===== config.mk =====
export PLATFORM = sky130hd
export DESIGN_NAME = hazard_scoreboard_flat
export DESIGN_NICKNAME = d
export VERILOG_FILES = /design/src/rtl/hazard_scoreboard_if.sv /design/src/rtl/hazard_scoreboard.sv /design/src/flat_wrapper.sv
export SDC_FILE = /design/constraint.sdc
export NUM_CORES = 1
export LEC_CHECK = 0
export ABC_AREA = 1
export CORE_MARGIN = 5
export CORE_UTILIZATION = 25
export CTS_CLUSTER_SIZE = 8
export DETAILED_ROUTE_END_ITERATION = 7
export SYNTH_ARGS = -nofsm -noshare
export SYNTH_HDL_FRONTEND = slang
export SYNTH_SLANG_ARGS = --single-unit

===== constraint.sdc =====
create_clock -name clk -period 2.36 [get_ports clk]
set_input_delay 0.354 -clock clk [delete_from_list [all_inputs] [get_ports clk]]
set_output_delay 0.354 -clock clk [all_outputs]
set_load 0.03 [all_outputs]

===== src/rtl/hazard_scoreboard_if.sv =====
// ID-stage hazard interface: decoded ID fields and control_unit feedback in,
// the hazard code and the stall counter out.
interface hazard_scoreboard_if #(
  parameter int CNT_W = 32
);
  logic [4:0]       id_rs;
  logic [4:0]       id_rt;
  logic [4:0]       id_wreg;
  logic             id_regwe;
  logic             id_is_load;
  logic             pause_out;
  logic             flush;
  logic [1:0]       pause_in;
  logic [CNT_W-1:0] stall_cnt;

  // Handshake: no valid/ready pair. The ID fields are sampled on every cycle.
  // pause_in is combinational from those fields and registered state only.
  // pause_out and flush act only at the next rising edge.
  modport master (
    output id_rs, id_rt, id_wreg, id_regwe, id_is_load, pause_out, flush,
    input  pause_in, stall_cnt
  );

  modport slave (
    input  id_rs, id_rt, id_wreg, id_regwe, id_is_load, pause_out, flush,
    output pause_in, stall_cnt
  );
endinterface


===== src/rtl/hazard_scoreboard.sv =====
// In-flight destination tracker (EX..WB) producing the pause_in code for ID.
// Define HAZARD_FORWARD_EN to check only load-use in EX (ALU results forwarded).
module hazard_scoreboard #(
  parameter int DEPTH = 3,
  parameter int CNT_W = 32
) (
  input logic                clk,
  input logic                rst,
  hazard_scoreboard_if.slave sb
);
  localparam logic [CNT_W-1:0] CNT_ONE = {{(CNT_W-1){1'b0}}, 1'b1};

  logic [DEPTH-1:0] valid_q;
  logic [DEPTH-1:0] load_q;
  logic [4:0]       reg_q [DEPTH];
  logic [CNT_W-1:0] cnt_q;
  logic             ins_valid;
  logic             rs_hit;
  logic             rt_hit;
  logic             unused_ok;

  // A stalled or killed ID instruction enters the tracker as a bubble.
  assign ins_valid = !(sb.pause_out || sb.flush) && sb.id_regwe && (sb.id_wreg != 5'd0);

  always_ff @(posedge clk) begin
    if (rst) begin
      valid_q <= '0;
      load_q  <= '0;
      for (int i = 0; i < DEPTH; i++) begin
        reg_q[i] <= 5'd0;
      end
      cnt_q <= '0;
    end else begin
      for (int i = 1; i < DEPTH; i++) begin
        valid_q[i] <= valid_q[i-1];
        reg_q[i]   <= reg_q[i-1];
        load_q[i]  <= load_q[i-1];
      end
      valid_q[0] <= ins_valid;
      reg_q[0]   <= sb.id_wreg;
      load_q[0]  <= sb.id_is_load;
      if (sb.pause_out && (cnt_q != {CNT_W{1'b1}})) begin
        cnt_q <= cnt_q + CNT_ONE;
      end
    end
  end

  // WB slot never qualifies: the register file writes before it is read.
  always_comb begin
    rs_hit = 1'b0;
    rt_hit = 1'b0;
    for (int i = 0; i < DEPTH - 1; i++) begin
`ifdef HAZARD_FORWARD_EN
      if ((i == 0) && valid_q[i] && load_q[i]) begin
`else
      if (valid_q[i]) begin
`endif
        if ((sb.id_rs != 5'd0) && (reg_q[i] == sb.id_rs)) rs_hit = 1'b1;
        if ((sb.id_rt != 5'd0) && (reg_q[i] == sb.id_rt)) rt_hit = 1'b1;
      end
    end
  end

  assign sb.pause_in  = {rt_hit, rs_hit};
  assign sb.stall_cnt = cnt_q;
  assign unused_ok    = ^{load_q, valid_q[DEPTH-1], reg_q[DEPTH-1]};
endmodule


===== src/flat_wrapper.sv =====
// flat-port wrapper written by rule: the top's interface ports become plain ports
module hazard_scoreboard_flat 
#(
  parameter int DEPTH = 3,
  parameter int CNT_W = 32
)
  (clk, rst, sb_id_rs, sb_id_rt, sb_id_wreg, sb_id_regwe, sb_id_is_load, sb_pause_out, sb_flush, sb_pause_in, sb_stall_cnt);
  hazard_scoreboard_if #(.CNT_W(CNT_W)) sb_i ();
  input logic clk;
  input logic rst;
  input wire logic [$bits(sb_i.id_rs)-1:0] sb_id_rs;
  input wire logic [$bits(sb_i.id_rt)-1:0] sb_id_rt;
  input wire logic [$bits(sb_i.id_wreg)-1:0] sb_id_wreg;
  input wire logic [$bits(sb_i.id_regwe)-1:0] sb_id_regwe;
  input wire logic [$bits(sb_i.id_is_load)-1:0] sb_id_is_load;
  input wire logic [$bits(sb_i.pause_out)-1:0] sb_pause_out;
  input wire logic [$bits(sb_i.flush)-1:0] sb_flush;
  output wire logic [$bits(sb_i.pause_in)-1:0] sb_pause_in;
  output wire logic [$bits(sb_i.stall_cnt)-1:0] sb_stall_cnt;
  assign sb_i.id_rs = sb_id_rs;
  assign sb_i.id_rt = sb_id_rt;
  assign sb_i.id_wreg = sb_id_wreg;
  assign sb_i.id_regwe = sb_id_regwe;
  assign sb_i.id_is_load = sb_id_is_load;
  assign sb_i.pause_out = sb_pause_out;
  assign sb_i.flush = sb_flush;
  assign sb_pause_in = sb_i.pause_in;
  assign sb_stall_cnt = sb_i.stall_cnt;
  hazard_scoreboard #(.DEPTH(DEPTH), .CNT_W(CNT_W)) u_core (.clk(clk), .rst(rst), .sb(sb_i));
endmodule

=== Word level (Yosys, flattened, before mapping) ===
Memories as Yosys holds them, arrays and structs flattened.
Cells that the tools add are included.
Widths: inputs -> output; s select.

* Register bits: 34
* Bits in writable memories: 15
* Input bits: 21
* Word-level logic and storage cells: 38
* Memories: 1

* Add/sub/neg operators: 1
* Eq/ne operators: 5
* Mux-type cells: 14
* Bitwise logic cells: 3
* Reduce and logical (&&, ||, !) cells: 12

{| class="wikitable"
|+ Memory list
! name !! depth !! width !! read ports !! clocked after memory_dff !! wr ports !! RTL line !! text
|-
| u_core.reg_q || 3 || 5 || 2 || 0 || 3 || hazard_scoreboard.sv:15 || <nowiki>logic [4:0] reg_q [DEPTH];</nowiki>
|}

{| class="wikitable"
|+ Operators with widths
! kind !! number
|-
| $add 32x1->32 const B || 1
|-
| $ne 32x32->1 const B || 1
|-
| $eq 5x5->1 || 4
|-
| $mux 5 || 3
|-
| $reduce_bool 5->1 || 3
|-
| $mux 1 || 11
|-
| $logic_and 1x1->1 || 7
|-
| $or 1x1->1 || 3
|-
| $logic_not 1->1 || 1
|-
| $logic_or 1x1->1 || 1
|}

=== Longest topological paths before layout ===
Gate-level depths: netlist of run 1.

* Word-level depth: 6
* Gate-level depth with buffers: 11
* Depth with buffers taken out: 11

=== Worst setup path before layout of run 1 ===
OpenSTA, ideal clock, no wires.

* Path kind: register -> register
* From: register u_core.cnt_q[0] (netlist: u_core.sb.stall_cnt[0])
* To: register u_core.cnt_q[18] (netlist: u_core.sb.stall_cnt[18])
* Setup time: 0.116 ns
* Arrival: 1.659 ns
* Slack: 0.585 ns
* Cell stages (with the launch flop): 10
* Period minus slack after synthesis: 1.775 ns
* Cell sequence: dfxtp_1 -> ha_1 -> nand2_1 -> nor2_4 -> nand2_2 -> nor2_4 -> nand3b_4 -> buf_6 -> a21oi_1 -> nor2_1

* Longest elaborated chain between the ends: 2
* Elaborated cells on any way between the ends: 3
* Classes of those cells: 1 x add/sub; 1 x eq/ne; 1 x reduce/logical

{| class="wikitable"
|+ RTL lines
! element !! RTL line !! text
|-
| from (decl) || hazard_scoreboard.sv:16 || <nowiki>logic [CNT_W-1:0] cnt_q;</nowiki>
|-
| from (signal assigned) || hazard_scoreboard.sv:43 || <nowiki>cnt_q <= cnt_q + CNT_ONE;</nowiki>
|-
| branches (longest 2 deep; another with $add 32x1->32) || n/a ||
|}

Several ways; the timed one is not identified.
A chain may end at the register's enable or synchronous reset.

=== Worst setup path in the final report of run 1 ===
* From: input sb_id_rt[0]
* To: output sb_pause_in[1]

* Longest elaborated chain between the ends: 6
* Elaborated cells on any way between the ends: 9
* Classes of those cells: 2 x eq/ne; 4 x mux; 3 x reduce/logical

{| class="wikitable"
|+ RTL lines
! element !! RTL line !! text
|-
| from (decl) || flat_wrapper.sv:12 || <nowiki>input wire logic [$bits(sb_i.id_rt)-1:0] sb_id_rt;</nowiki>
|-
| $eq 5x5->1 / $reduce_bool 5->1 (equally long branches) || hazard_scoreboard.sv:59 || <nowiki>if ((sb.id_rt != 5'd0) && (reg_q[i] == sb.id_rt)) rt_hit = 1'b1;</nowiki>
|-
| $logic_and 1x1->1 || hazard_scoreboard.sv:59 ||
|-
| $mux 1 || hazard_scoreboard.sv:59 ||
|-
| $mux 1 || hazard_scoreboard.sv:56 || <nowiki>if (valid_q[i]) begin</nowiki>
|-
| $mux 1 || hazard_scoreboard.sv:59 ||
|-
| $mux 1 * || hazard_scoreboard.sv:56 ||
|-
| to (decl) || flat_wrapper.sv:18 || <nowiki>output wire logic [$bits(sb_i.pause_in)-1:0] sb_pause_in;</nowiki>
|}

Mark *: on every way between the ends. The rest lies on a longest branch, timed or not.

==> metrics.txt, run 1 <==
outcome completed; CP required 2.01 ns; Clock Skew 0.00471 ns; post-DR vias/cell 4.75; post-synthesis cell type count 31; CTS Sinks 44; Synth Cell Area 2720 um2; CTS Root Cell clkbuf_8; slew at the pin with the worst max-slew slack 0.462 ns; via count 2,954; Site Rows 38; CP Class in2out; initial antenna violation count 0; crit path DAT 1.62 ns; largest net degree at the start of global routing 28; final slew viol count 0; dpl hpwl 6100 um; Design Power 1.40 mW; global-route wire length before repair 12,700 um; Worst setup EP type output pin; Slew HR 69.2%; syn nets 451; Nets 503; Hold Buf Count CTS 0; crit start category primary input; worst hold path type reg2reg; Placed Area 3370 um2; Synth Warn # 0; Syn Area/Cell 6.33 um2; Setup violations, final 0; core area 10,700 um2; clock insertion delay at the later pin of the skew report 0.30 ns; post-route cell area 3460 um2; Area Overhead vs Synth 27.5%; RSZ-0062 raised after global routing no; flops & latches, synth 44; share of cells above drive strength 1 8.92%; Cells after Synth 429; # port buffers 53; period utilisation layout 83.6%; post-cts sizing count 0; share of the yosys chip area belonging to registers 32.4%; Die ar. 13,000 um2; Tmin final 1.97 ns; Clock transition at path regs 0.08 ns; Leak Pwr 1.33 nW; CTS tree yes; routability congestion estimate 0.937; diode count 0; dpl ws 0.364 ns; # IOs 55; 1st-iter DRT viols 212; number of post-CTS setup repair buffers 0; DR pass1 iterations 5; Routed WL 7840 um; post-route worst setup slack 0.387 ns; maxcap violations 0; crit-path max FO 4; Avg WL per Cell 12.6 um; CTS Buffer Depth 2; Residual DRC 0; Die W 114 um; antenna-violating nets left 0; Hold Vio Cnt, Final 0; Starting Density 25.3%; f_max 507 MHz; cts bufs inserted 5; total grt overflow 0; Layout Utilization 32.2%; Global Route Usage Sum 11.9%; pwr dens 405 nW/um2; vias in the first global route 2,757; Die Ht 114 um; H-tree level count 2; setup_tns 0 ns; peak supply drop 0.193 mV
[area by class of cell]
class / count / area (um2)
Fill cell: 1194 / 7280
Multi-Input combinational cell: 322 / 1550
Sequential cell: 44 / 881
Timing Repair Buffer: 57 / 568
Inverter: 51 / 191
Tap cell: 140 / 175
Clock buffer: 6 / 82.6
Clock inverter: 2 / 10.0
[registers in the layout (all words and copies together), names as in the netlist]
| signal | cells |
|---|---|
| u_core.sb.stall_cnt | 32 |
| u_core.valid_q | 2 |
| u_core.reg_q | 10 |
[report_power, final]
| group | total (mW) | internal [mW] | switching, mW |
|---|---|---|---|
| clock network | 0.503 | 0.234 | 0.269 |
| logic | 0.136 | 0.0655 | 0.0702 |
| registers | 0.764 | 0.753 | 0.0111 |
[layer usage]
layer / track usage, % / vias up / wire length (um)
li1: - / 1483 / -
met1: 15.5 / 1362 / 3610
met5: 0 / - / 0
met2: 19.7 / 96 / 3580
met4: 3.01 / 0 / 106
met3: 2.91 / 13 / 542
[layout by cell type (no fill, tap or decap), types with 7 or more instances in the layout]
master / Yosys / routed
nand2_2: 7 / 7
nor2_4: 7 / 7
o22ai_1: 10 / 10
nand3_1: 35 / 35
nor2_2: 8 / 8
nand2_1: 88 / 88
nand4_1: 13 / 13
dfxtp_1: 44 / 44
inv_1: 49 / 49
clkdlybuf4s50_1: 0 / 51
nor2_1: 95 / 95
a21oi_1: 29 / 29
[synthesized netlist by cell type]
| library cell | instances | area (um2) |
|---|---|---|
| nand3b_1 | 1 | 7.51 |
| ha_1 | 1 | 12.5 |
| nor2_4 | 7 | 78.8 |
| nor2_2 | 8 | 50.1 |
| dfxtp_1 | 44 | 881 |
| nor3_1 | 6 | 30.0 |
| inv_1 | 49 | 184 |
| nand2_1 | 88 | 330 |
| xnor2_1 | 3 | 26.3 |
| nand2b_1 | 1 | 6.26 |
| buf_2 | 3 | 15.0 |
| xor2_1 | 2 | 17.5 |
| o22ai_1 | 10 | 62.6 |
| inv_2 | 2 | 7.51 |
| clkbuf_1 | 2 | 7.51 |
| o2111ai_1 | 1 | 8.76 |
| nand3b_2 | 1 | 11.3 |
| nand2_2 | 7 | 43.8 |
| and2_1 | 2 | 12.5 |
| nand3_2 | 1 | 10.0 |
| buf_6 | 4 | 45.0 |
| a21oi_1 | 29 | 145 |
| nand3b_4 | 1 | 20.0 |
| nor2_1 | 95 | 357 |
| buf_4 | 3 | 22.5 |
| nand2_4 | 1 | 11.3 |
| nand3_1 | 35 | 175 |
| a31oi_1 | 2 | 12.5 |
| nand4_2 | 1 | 12.5 |
| nand4_1 | 13 | 81.3 |
| o21ai_0 | 6 | 30.0 |
[metrics by stage]
stage | hold WS [ns] | cells
2_1_floorplan | 0.409 | 429
3_3_place_gp | 0.429 | 614
3_5_place_dp | 0.430 | 614
4_1_cts | 0.442 | 622
5_1_grt | 0.466 | 622
6_report | 0.440 | 622
[path summary, 6_finish.rpt]
| kind | from | to | slack [ns] | depth (start not counted) |
|---|---|---|---|---|
| max | sb_id_rt[0] | sb_pause_in[1] | 0.39 | 7 |
| max reg2reg | u_core.sb.stall_cnt[0]$_SDFFE_PP0P_ | u_core.sb.stall_cnt[2]$_SDFFE_PP0P_ | 0.54 | 9 |
| min | u_core.valid_q[0]$_SDFF_PP0_ | u_core.valid_q[1]$_SDFF_PP0_ | 0.44 | 2 |
| min reg2reg | u_core.valid_q[0]$_SDFF_PP0_ | u_core.valid_q[1]$_SDFF_PP0_ | 0.44 | 2 |
[cell families (layout without fill, tap and decap cells)]
family | count (synthesis) | count (layout) | share of synthesized area [%]
AND/OR/NAND/NOR | 268 | 268 | 45.6
AO/OA/AOI/OAI | 48 | 48 | 9.54
flip-flops | 44 | 44 | 32.4
buffers and inverters | 63 | 116 | 10.4
adder cells (fa/ha/maj) | 1 | 1 | 0.461
XOR/XNOR | 5 | 5 | 1.61
[worst max-delay path, stage by stage]
cell and delay (ns):
clkdlybuf4s50_1 0.48, inv_1 0.11, o22ai_1 0.08, a21oi_1 0.16
nand4_1 0.11, a21oi_1 0.15, buf_4 0.18
(Power assumes the default switching activity.)
==> inputs of run 2 (changes only) <==
Clock period 2.36 ns to 1.75 ns, I/O delays scaled along.
==> metrics.txt, run 2 (same netlist as run 1, synthesis figures left out) <==
post-route cell area 3650 um2 (was 3460 um2); crit path from sb_id_rt[4] (was sb_id_rt[0]); Layout fillers 1,209 (was 1,194); RR Startpoint u_core.sb.stall_cnt[5]$_SDFFE_PP0P_ (was u_core.sb.stall_cnt[0]$_SDFFE_PP0P_); dpl ws -0.0746 ns (was 0.364 ns); CTS Root Cell clkbuf_8 (unchanged); Critical-path top delay cell clkdlybuf4s50_1 (unchanged); 1st-iter DRT viols 209 (was 212); outcome completed (unchanged); Avg WL per Cell 13.2 um (was 12.6 um); via count 2,989 (was 2,954); maxcap violations 0 (unchanged); Largest register FFs 32 (unchanged); crit-path max FO 3 (was 4); dpl hpwl 6210 um (was 6100 um); # port buffers 53 (unchanged); H-tree level count 2 (unchanged); Design Power 1.89 mW (was 1.40 mW); setup_tns 0 ns (unchanged); Nets 516 (was 503); Area Overhead vs Synth 34.6% (was 27.5%); Routed WL 8400 um (was 7840 um); Slew HR 77.5% (was 69.2%); Die Ht 114 um (unchanged); CP required 1.49 ns (was 2.01 ns); peak supply drop 0.249 mV (was 0.193 mV); diode count 0 (unchanged); routability congestion estimate 0.971 (was 0.937); Site Rows 38 (unchanged); global-route wire length before repair 12,800 um (was 12,700 um); clock insertion delay at the later pin of the skew report 0.29 ns (was 0.30 ns); f_max 578 MHz; antenna-violating nets left 0 (unchanged); Starting Density 25.3% (unchanged); Clock power frac 35.7% (was 35.8%); worst hold path type reg2reg (unchanged); slew at the pin with the worst max-slew slack 0.339 ns (was 0.462 ns); total grt overflow 0 (unchanged); initial antenna violation count 0 (unchanged); CP Cell Sequence clkdlybuf4s50_1 -> inv_1 -> o22ai_1 -> nor2_1 -> nand4_1 -> a21oi_2 -> buf_4 (was clkdlybuf4s50_1 -> inv_1 -> o22ai_1 -> a21oi_1 -> nand4_1 -> a21oi_1 -> buf_4); reg2reg path depth 7 (was 9); crit start category primary input (unchanged); post-route worst setup slack 0.0206 ns (was 0.387 ns); most frequent cells in the layout 92 x nor2_1, 87 x nand2_1, 44 x inv_1, 38 x dfxtp_1, 35 x nand3_1 (was 95 x nor2_1, 88 x nand2_1, 51 x clkdlybuf4s50_1, 49 x inv_1, 44 x dfxtp_1); Sw Pwr 0.470 mW (was 0.350 mW); Worst setup EP type output pin (unchanged); cts bufs inserted 5 (unchanged); Die W 114 um (unchanged); largest net degree at the start of global routing 30 (was 28); share of cells above drive strength 1 14.9% (was 8.92%); R2R Setup Slk 0.11 ns (was 0.54 ns); Clock transition at path regs 0.08 ns (about the same); Die ar. 13,000 um2 (unchanged); final slew viol count 0 (unchanged); Residual DRC 0 (unchanged); Switching Share 24.8% (was 25.0%); most common cell after layout, fill and taps aside nor2_1 (unchanged); post-DR vias/cell 4.71 (was 4.75); Placed Area 3430 um2 (was 3370 um2); fin cells 635 (was 622); CP peak stage delay 0.45 ns (was 0.48 ns); # IOs 55 (unchanged); Tmin final 1.73 ns; Leak Pwr 1.70 nW (was 1.33 nW); Setup violations, final 0 (unchanged); CTS Buffer Depth 2 (unchanged); crit path DAT 1.47 ns (was 1.62 ns); Clock Skew 0.00789 ns (was 0.00471 ns); dpl cells 623 (was 614); CTS tree yes (unchanged); Setup crit end sb_pause_in[1] (unchanged); pwr dens 518 nW/um2 (was 405 nW/um2); Global Route Usage Sum 12.0% (was 11.9%); WHS 0.442 ns (was 0.440 ns); Hold Buf Count CTS 0 (unchanged); internal power 1.42 mW (was 1.05 mW); Seq pwr share 54.4% (was 54.5%); CTS Sinks 44 (unchanged); DR pass1 iterations 4 (was 5); RSZ-0062 raised after global routing yes (was no); period utilisation layout 98.8%; CP Class in2out (unchanged); Layout Utilization 34.0% (was 32.2%); vias in the first global route 2,719 (was 2,757); Reg2Reg Capture Point u_core.sb.stall_cnt[25]$_SDFFE_PP0P_ (was u_core.sb.stall_cnt[2]$_SDFFE_PP0P_); core area 10,700 um2 (unchanged); Hold Vio Cnt, Final 0 (unchanged); Logic pwr share 10.0% (was 9.7%)
-- run 2: cell types whose count changed in the layout (fill, tap and decap cells not counted), sizes merged --
cell           change
dlymetal6s2s      +17
nand3b             +2
clkdlybuf4s50     -20
nand2              +1
buf               +10
dlygate4sd2        +3
-- run 2: worst min-delay path by stage --
stage                                            start                       endpoint  slack, ns  cells past startpoint
after global routing      u_core.valid_q[0]$_SDFF_PP0_   u_core.valid_q[1]$_SDFF_PP0_       0.46                      2
final                     u_core.valid_q[0]$_SDFF_PP0_   u_core.valid_q[1]$_SDFF_PP0_       0.44                      2
after detailed placement  u_core.valid_q[0]$_SDFF_PP0_   u_core.valid_q[1]$_SDFF_PP0_       0.43                      2
after floorplan                          sb_id_wreg[4]  u_core.reg_q[0][4]$_SDFF_PP0_       0.37                      2
after CTS                 u_core.valid_q[0]$_SDFF_PP0_   u_core.valid_q[1]$_SDFF_PP0_       0.45                      2
after global placement    u_core.valid_q[0]$_SDFF_PP0_   u_core.valid_q[1]$_SDFF_PP0_       0.43                      2
-- run 2: worst max-delay path: cells and delay by family --
family / cells / cell delay [ns]
AO/OA/AOI/OAI: 2 / 0.24
buffers and inverters: 3 / 0.74
AND/OR/NAND/NOR: 2 / 0.23
-- run 2: what timing repair did --
| item | in CTS | in global routing |
|---|---|---|
| endpoints found under the hold margin | 0 | 0 |
| gates resized for setup | 3 | 36 |
| setup buffers | 0 | 1 |
| gates cloned | 0 | 3 |
| pin swaps | 0 | 9 |
| endpoints found under the setup margin | 3 | 36 |
-- run 2: layout make-up --
type / instances / area, um2 / area share [%]
clock buffer: 6 / 82.6 / 2.26
clock inverter: 2 / 10.0 / 0.274
inverter: 51 / 191 / 5.24
multi-input combinational: 325 / 1640 / 44.8
sequential: 44 / 888 / 24.3
tap: 140 / 175 / 4.79
timing repair buffer: 67 / 669 / 18.3
-- run 2: per-layer routing --
| layer | track usage [%] | vias up | part of all wire [%] |
|---|---|---|---|
| met5 | 0 | - | 0 |
| met4 | 2.85 | 0 | 1.2 |
| met3 | 2.85 | 11 | 6.2 |
| met2 | 19.7 | 92 | 46 |
| met1 | 16.0 | 1374 | 47 |
| li1 | - | 1512 | - |
-- run 2: power groups by stage --
stage                     Combinational, mW  Clock [mW]  Sequential (mW)
after floorplan                      0.0923           0             1.06
after detailed placement              0.189           0             1.05
after global routing                  0.210       0.743             1.03
after global placement                0.186           0             1.05
after CTS                             0.190       0.702             1.03
final                                 0.189       0.675             1.03
==> inputs of run 3 (changes only) <==
Settings changed: CORE_UTILIZATION 25 to 45, PLACE_DENSITY from default to 0.74.
==> metrics.txt, run 3 (same netlist as run 1, synthesis figures left out) <==
Die ar. 7690 um2 (was 13,000 um2); Clock transition at path regs 0.10 ns (was 0.08 ns); Site Rows 28 (was 38); Leak Pwr 1.82 nW (was 1.70 nW); Tmin final 1.71 ns (was 1.73 ns); post-DR vias/cell 5.30 (was 4.71); period utilisation layout 98.0% (was 98.8%); RR Startpoint u_core.sb.stall_cnt[12]$_SDFFE_PP0P_ (was u_core.sb.stall_cnt[5]$_SDFFE_PP0P_); dpl ws -0.0479 ns (was -0.0746 ns); via count 3,023 (was 2,989); met3 Resource Use GR 3.39% (was 2.85%); GR Util met2 32.6% (was 19.7%); total grt overflow 0 (unchanged); post-route worst setup slack 0.0356 ns (was 0.0206 ns); reg2reg path depth 7 (unchanged); diode count 0 (unchanged); CP Cell Sequence clkdlybuf4s50_1 (was clkdlybuf4s50_1 -> inv_1 -> o22ai_1 -> nor2_1 -> nand4_1 -> a21oi_2 -> buf_4); CP required 1.49 ns (about the same); Critical-path top delay cell clkdlybuf4s50_1 (unchanged); CTS Root Cell clkbuf_8 (unchanged); 1st-iter DRT viols 183 (was 209); Reg2Reg Capture Point u_core.sb.stall_cnt[23]$_SDFFE_PP0P_ (was u_core.sb.stall_cnt[25]$_SDFFE_PP0P_); WHS 0.453 ns (was 0.442 ns); Global Route Usage Sum 20.1% (was 12.0%); cts bufs inserted 5 (unchanged); pwr dens 564 nW/um2 (was 518 nW/um2); H-tree level count 2 (unchanged); routability congestion estimate 0.875 (was 0.971); Avg WL per Cell 13.8 um (was 13.2 um); crit path from u_core.sb.stall_cnt[3]$_SDFFE_PP0P_ (was sb_id_rt[4]); R2R Setup Slk 0.11 ns (about the same); final slew viol count 0 (unchanged); initial antenna violation count 0 (unchanged); clock insertion delay at the later pin of the skew report 0.31 ns (was 0.29 ns); Placed Area 3340 um2 (was 3430 um2); RSZ-0062 raised after global routing yes (unchanged); peak supply drop 0.402 mV (was 0.249 mV); Setup crit end sb_stall_cnt[3] (was sb_pause_in[1]); crit path DAT 1.45 ns (was 1.47 ns); CTS Sinks 44 (unchanged); f_max 583 MHz (was 578 MHz); slew at the pin with the worst max-slew slack 0.329 ns (was 0.339 ns); dpl hpwl 5650 um (was 6210 um); fin cells 570 (was 635); CP bufs+invs 1 (was 3); Design Power 2.07 mW (was 1.89 mW); CTS Buffer Depth 2 (unchanged); most common cell after layout, fill and taps aside nor2_1 (unchanged); Residual DRC 0 (unchanged); hold path startpoint u_core.valid_q[0]$_SDFF_PP0_ (unchanged); Starting Density 46.1% (was 25.3%); core area 5890 um2 (was 10,700 um2); DR pass1 iterations 4 (unchanged); Layout Utilization 62.3% (was 34.0%); Clock Skew 0.0127 ns (was 0.00789 ns); antenna-violating nets left 0 (unchanged); Area Overhead vs Synth 35.0% (was 34.6%); gr busiest metal met2 (unchanged); GR Layer Usage met1 26.9% (was 16.0%); crit-path max FO 5 (was 3); outcome completed (unchanged); # port buffers 53 (unchanged); Routed WL 7870 um (was 8400 um); worst hold path type reg2reg (unchanged); maxcap violations 0 (unchanged); dpl cells 558 (was 623); setup_tns 0 ns (unchanged); vias in the first global route 2,711 (was 2,719); CP peak stage delay 0.70 ns (was 0.45 ns); post-route cell area 3670 um2 (was 3650 um2); CP Depth 1 (was 7); Worst setup EP type output pin (unchanged); Nets 516 (unchanged); global-route wire length before repair 12,200 um (was 12,800 um); Die W 87.7 um (was 114 um); Largest register FFs 32 (unchanged); Slew HR 78.0% (was 77.5%); Hold Vio Cnt, Final 0 (unchanged); CP Class reg2out (was in2out); CTS tree yes (unchanged); Crit path max-delay family buffers and inverters (unchanged); share of cells above drive strength 1 17.0% (was 14.9%); Setup violations, final 0 (unchanged); # IOs 55 (unchanged); largest net degree at the start of global routing 30 (unchanged); Hold Buf Count CTS 0 (unchanged); Die Ht 87.7 um (was 114 um); most frequent cells in the layout 93 x nor2_1, 86 x nand2_1, 41 x inv_1, 38 x dfxtp_1, 33 x nand3_1 (was 92 x nor2_1, 87 x nand2_1, 44 x inv_1, 38 x dfxtp_1, 35 x nand3_1); crit start category register (was primary input)
## run 3: worst register-to-register path, stage by stage (launching register included)
cell and delay (ns):
dfxtp_1 0.46, nand2_2 0.13, nor2_4 0.17, nand2_2 0.08
nor2_4 0.25, nand3b_4 0.20, a21oi_1 0.19, nor2_1 0.06
## run 3: repair_timing
action                     4_1_cts  5_1_grt
setup endpoints to repair        0       43
buffers inserted                 0        1
resized for setup                0       58
## run 3: worst min path at each step
stage	endpoint	slack [ns]	cells past startpoint
2_1_floorplan	u_core.reg_q[0][4]$_SDFF_PP0_	0.37	2
3_3_place_gp	u_core.valid_q[1]$_SDFF_PP0_	0.44	2
3_5_place_dp	u_core.valid_q[1]$_SDFF_PP0_	0.44	2
4_1_cts	u_core.valid_q[1]$_SDFF_PP0_	0.46	2
5_1_grt	u_core.reg_q[0][6]$_SDFF_PP0_	0.49	2
6_report	u_core.valid_q[1]$_SDFF_PP0_	0.45	2
## run 3: final cells by class
type	instances	area, um2
clock inverters	2	38.8
multi-input cells	325	1670
flip-flops and latches	44	891
clock buffers	6	82.6
well taps	75	93.8
fillers	542	2220
repair buffers	67	698
inverters	51	191
## run 3: metal layers
metal / wire [um] / share of wire, % / vias to the layer above
met3: 527 / 6.7 / 12
li1: - / - / 1514
met2: 3760 / 48 / 113
met4: 171 / 2.2 / 0
met5: 0 / 0 / -
met1: 3410 / 43 / 1384
## run 3: power breakdown
group	switching [mW]	leakage, nW	internal (mW)
combinational	0.0942	1.40	0.0884
clock	0.384	0.0614	0.467
sequential	0.0165	0.360	1.02
total	0.495	1.82	1.57
